<file path="config.mk">
export PLATFORM = sky130hd
export DESIGN_NAME = mfp_sevenseg_mux
export DESIGN_NICKNAME = d
export VERILOG_FILES = /design/src/rtl/mfp_sevenseg_mux.sv
export SDC_FILE = /design/constraint.sdc
export NUM_CORES = 1
export LEC_CHECK = 0
export CORE_MARGIN = 2
export CORE_UTILIZATION = 50
export DETAILED_ROUTE_END_ITERATION = 6
export PLACE_DENSITY = 0.73
export SLEW_MARGIN = 40
export SYNTH_ARGS = -nofsm -noshare
export SYNTH_HDL_FRONTEND = slang
export SYNTH_SLANG_ARGS = --single-unit
</file>
<file path="constraint.sdc">
create_clock -name clk -period 3.2 [get_ports clk]
set_clock_uncertainty 0.15 [all_clocks]
set_input_delay 0.8 -clock clk [delete_from_list [all_inputs] [get_ports clk]]
set_output_delay 0.8 -clock clk [all_outputs]
set_load 0.02 [all_outputs]
</file>
<file path="src/rtl/mfp_sevenseg_mux.sv">
// Eight-digit multiplexed seven-segment driver with a frame-synchronous shadow/active data copy.
// Optional anti-ghosting guard blanking: define MFP_SEVSEG_GUARD_EN.
module mfp_sevenseg_mux #(
    parameter int unsigned REFRESH_CYCLES = 50000,
    parameter int unsigned GUARD_CYCLES   = 16
) (
    input  logic        clk,
    input  logic        reset,
    input  logic        load,
    input  logic [31:0] digits,
    input  logic [7:0]  digit_en,
    input  logic [7:0]  dp_in,
    output logic        CA,
    output logic        CB,
    output logic        CC,
    output logic        CD,
    output logic        CE,
    output logic        CF,
    output logic        CG,
    output logic        DP,
    output logic [7:0]  AN,
    output logic        frame_tick
);

    localparam int unsigned CNT_W = $clog2(REFRESH_CYCLES);
    localparam logic [CNT_W-1:0] CNT_LAST = CNT_W'(REFRESH_CYCLES - 1);

    if (REFRESH_CYCLES < 4 || GUARD_CYCLES >= REFRESH_CYCLES) begin : g_bad_params
        $error("mfp_sevenseg_mux: REFRESH_CYCLES must be >= 4 and exceed GUARD_CYCLES");
    end

    logic [CNT_W-1:0] cnt;
    logic [2:0]       idx;
    logic             slot_end;
    logic             frame_end;

    logic [31:0] shadow_digits, act_digits;
    logic [7:0]  shadow_en, act_en;
    logic [7:0]  shadow_dp, act_dp;

    logic [6:0]  seg_q, seg_d;
    logic [7:0]  an_d;
    logic        dp_d;
    logic        tick_d;
    logic [3:0]  nib;
    logic        lit;

    assign slot_end  = (cnt == CNT_LAST);
    assign frame_end = slot_end && (idx == 3'd7);

    always_ff @(posedge clk) begin
        if (reset) begin
            cnt <= '0;
            idx <= '0;
        end else if (slot_end) begin
            cnt <= '0;
            idx <= idx + 3'd1;
        end else begin
            cnt <= cnt + 1'b1;
        end
    end

    // A load coinciding with the frame wrap bypasses the shadow so it is shown immediately.
    always_ff @(posedge clk) begin
        if (reset) begin
            shadow_digits <= '0;
            shadow_en     <= '0;
            shadow_dp     <= '0;
            act_digits    <= '0;
            act_en        <= '0;
            act_dp        <= '0;
        end else begin
            if (load) begin
                shadow_digits <= digits;
                shadow_en     <= digit_en;
                shadow_dp     <= dp_in;
            end
            if (frame_end) begin
                act_digits <= load ? digits   : shadow_digits;
                act_en     <= load ? digit_en : shadow_en;
                act_dp     <= load ? dp_in    : shadow_dp;
            end
        end
    end

    function automatic logic [6:0] seg_lut(input logic [3:0] v);
        case (v)
            4'h0: seg_lut = 7'h40;
            4'h1: seg_lut = 7'h79;
            4'h2: seg_lut = 7'h24;
            4'h3: seg_lut = 7'h30;
            4'h4: seg_lut = 7'h19;
            4'h5: seg_lut = 7'h12;
            4'h6: seg_lut = 7'h02;
            4'h7: seg_lut = 7'h78;
            4'h8: seg_lut = 7'h00;
            4'h9: seg_lut = 7'h10;
            4'hA: seg_lut = 7'h08;
            4'hB: seg_lut = 7'h03;
            4'hC: seg_lut = 7'h46;
            4'hD: seg_lut = 7'h21;
            4'hE: seg_lut = 7'h06;
            default: seg_lut = 7'h0E;
        endcase
    endfunction

    always_comb begin
        nib = act_digits[{idx, 2'b00} +: 4];
`ifdef MFP_SEVSEG_GUARD_EN
        lit = act_en[idx] && !(32'(cnt) < GUARD_CYCLES);
`else
        lit = act_en[idx];
`endif
        an_d   = 8'hFF;
        seg_d  = 7'h7F;
        dp_d   = 1'b1;
        tick_d = (idx == 3'd0) && (cnt == '0);
        if (lit) begin
            an_d  = ~(8'h01 << idx);
            seg_d = seg_lut(nib);
            dp_d  = ~act_dp[idx];
        end
    end

    always_ff @(posedge clk) begin
        if (reset) begin
            AN         <= 8'hFF;
            seg_q      <= 7'h7F;
            DP         <= 1'b1;
            frame_tick <= 1'b0;
        end else begin
            AN         <= an_d;
            seg_q      <= seg_d;
            DP         <= dp_d;
            frame_tick <= tick_d;
        end
    end

    assign {CG, CF, CE, CD, CC, CB, CA} = seg_q;

endmodule

</file>
==> results.toml <==
[final_layout]
area_growth_pct = 23.3
n_fill_cell = 810
diodes = 0
fin_area_mm2 = 0.00660
ff_latch_area_mm2 = 0.00264
multi_input_area_mm2 = 0.00244
drive_above_1_share_pct = 10.9
fin_nets = 648

[worst_setup_path]
r2r_end = "act_dp[4]"
crit_path_cell_trace = "buf_4 -> ha_1 -> ha_1 -> and4_2 -> buf_4 -> nor2_1 -> a211oi_1"
cp_max_fo = 66
slowest_delay_ps = 630
arrival_ps = 2950
reg2reg_slack_ps = 520
r2r_start = "idx[0]"
reg2regPathDepth = 7
path_class = "flop to flop"
start_kind = "flop"
end_kind = "flop"
cp.required_ps = 3470
slowest_stage = "dfxtp_1"

[sta]
hold_viol_final = 0
slew_headroom_pct = 51.4
drv_slew = 0
grt_setup_unrepaired = "no"
setup_viol = 0
min_period_ps = 2680
fmax_mhz = 373
setup-tns-final_ps = 0
worst_pin_slew_ps = 729
fin_crit_sh_pct = 83.7

[placed_design]
placed_cell_area_mm2 = 0.00603
dp_hpwl_um = 7110
place.port_buffers = 67
routabilityCongestion = 0.740

[pwr]
p_sw_share_pct = 22.2
p_int_mw = 2.90
pwr_density_cell_mw_per_mm2 = 564
total_power_mw = 3.72
power.switching_mw = 0.828
pwr-share-clk_pct = 49.2
power_leakage_nw = 2.49
power_frac_comb_pct = 5.2
power_frac_seq_pct = 45.6
ir_drop_mv = 0.412

[outcome]
status = "finished, final reports clean"

[clock_network]
clkLatencyLatePin_ps = 510
cts_sinks = 132
cts_root_buffer = "clkbuf_8"
post_cts.resized_instances = 0
cts_buffers = 17
cts_tree = "yes"
cts_buffer_depth = 2
htree_levels = 4
post-cts-setup-buffer-count = 0
hold_buffers = 0
clk_pin_slew_ps = 60

[detailed_routing]
dr_total_vias = 3845
drc = 0
via_per_inst = 5.25
detail-route-antenna-nets = 0
drt-total-wl_um = 10500
dr.pass1.iters = 4
initialDrtViolationCount = 181
wl_per_cell_um = 14.3

[yosys]
synth_edf_count = 0
synth_cell_types = 44
ys_seq_elements = 132
syn_nets = 591
ys_seq_area_share_pct = 49.4
yosys_warnings = 0
syn-cell-area_mm2 = 0.00535
synth_top_flop_cell = "dfxtp_1"
avgSynthCellArea_um2 = 10.2
async_reset_ff_share_pct = 0
syn_inst = 526

[grt]
grt_pass1_wl_um = 17900
grt_max_degree = 70
track_usage_pct = 19.7
grt-ovfl-total = 0
grt_pass1_vias = 3833
antenna_found_initial = 0

[floorplan]
row_count = 37
die-area_mm2 = 0.0115
die_h_um = 107
start_util_pct = 51.6
ios = 68
dieWidth_um = 107
coreArea_mm2 = 0.0104

[min_path]
min_path_cells = 1
holdCritPathClass = "flop to flop"
min_from = "cnt[0]"
min_to = "cnt[0]"

[flow_run]
drv_cap = 0
-- stage by stage --
step | hold slack, ps | utilization, % | instances | setup slack [ps]
after floorplan | 292 | - | 526 | 967
after detailed placement | 330 | 58.1 | 700 | 575
after CTS | 343 | 63.6 | 732 | 504
after global routing | 371 | 63.6 | 732 | 294
after global placement | 306 | 58.1 | 700 | 666
final | 341 | 63.6 | 732 | 520
-- synthesized netlist by cell type, types with 4 or more instances --
cell type | n | area (um^2)
dfxtp_1 | 132 | 2640
nor2_1 | 123 | 462
mux2i_1 | 52 | 521
a211oi_1 | 49 | 368
nand2_1 | 23 | 86.3
clkbuf_1 | 16 | 60.1
ha_1 | 14 | 175
inv_1 | 9 | 33.8
nand3_1 | 9 | 45.0
xnor2_1 | 9 | 78.8
buf_6 | 8 | 90.1
nor3_1 | 8 | 40.0
buf_4 | 7 | 52.6
buf_2 | 6 | 30.0
mux4_2 | 6 | 135
xor2_1 | 6 | 52.6
a21oi_1 | 4 | 20.0
mux4_1 | 4 | 105
o211ai_1 | 4 | 30.0
-- power by group through the flow --
stage | Sequential [mW] | Clock (mW) | Combinational [mW]
floorplan | 1.73 | 0 | 0.105
global placement | 1.73 | 0 | 0.192
detailed placement | 1.73 | 0 | 0.196
CTS | 1.70 | 1.86 | 0.196
global route | 1.70 | 1.95 | 0.212
finish | 1.70 | 1.83 | 0.194
-- how the worst max path moves through the flow --
stage	cells after the start	start	to	slack, ps
floorplan	9	idx[0]	seg_q[5]	970
finish	7	idx[0]	act_dp[4]	520
detailed placement	7	idx[0]	act_en[4]	570
global route	7	idx[0]	act_en[4]	290
CTS	7	idx[0]	act_dp[4]	500
global placement	8	idx[0]	seg_q[5]	670
-- placed cells by master, fill, tap and decap left out, types with 9 or more instances in the layout --
cell type and n:
nand3_1 9, inv_1 9, mux2i_1 52, nor2_1 123
clkdlybuf4s50_1 65, dfxtp_1 132, ha_1 14, xnor2_1 9
nand2_1 23, a211oi_1 49, clkbuf_16 16
-- sequential cells by signal (all words and copies together), names as in the netlist --
name	count
seg_q	7
shadow_digits	32
act_digits	32
shadow_dp	8
act_dp	8
shadow_en	8
AN	8
act_en	8
cnt	16
DP	1
frame_tick	1
idx	3
-- cell families (layout without fill, tap and decap cells) --
logic type	after synthesis	after routing	share of synthesized area (%)
adders and majority gates	14	14	3.27
muxes	67	67	15.8
xor gates and xnor gates	15	15	2.45
and+or+nand+nor	181	181	14.2
DFF	132	132	49.4
AOI/OAI and AO/OA	69	69	9.79
buffers and inverters	48	118	5.12
-- worst max-delay path: cells and delay by family, from the launching register on --
kind / cells / cell delay [ps]
AOI/OAI and AO/OA: 1 / 250
buffers and inverters: 2 / 810
DFF: 1 / 630
adders and majority gates: 2 / 380
and+or+nand+nor: 2 / 340
-- cell type report --
cell class | instances | share of cell area [%]
clock inverters | 15 | 2.37
clock buffers | 17 | 6.28
flip-flops and latches | 132 | 40.1
well taps | 136 | 2.58
multi-input cells | 346 | 36.9
repair buffers | 75 | 11.2
inverters | 11 | 0.626
-- routing by layer --
layer,share of wire [%],track usage [%],up-vias
li1,-,-,1941
met1,48,26.5,1792
met2,46,30.6,97
met3,5.0,5.02,15
met4,1.5,7.69,0
met5,0,0,-
(Power assumes the default switching activity.)
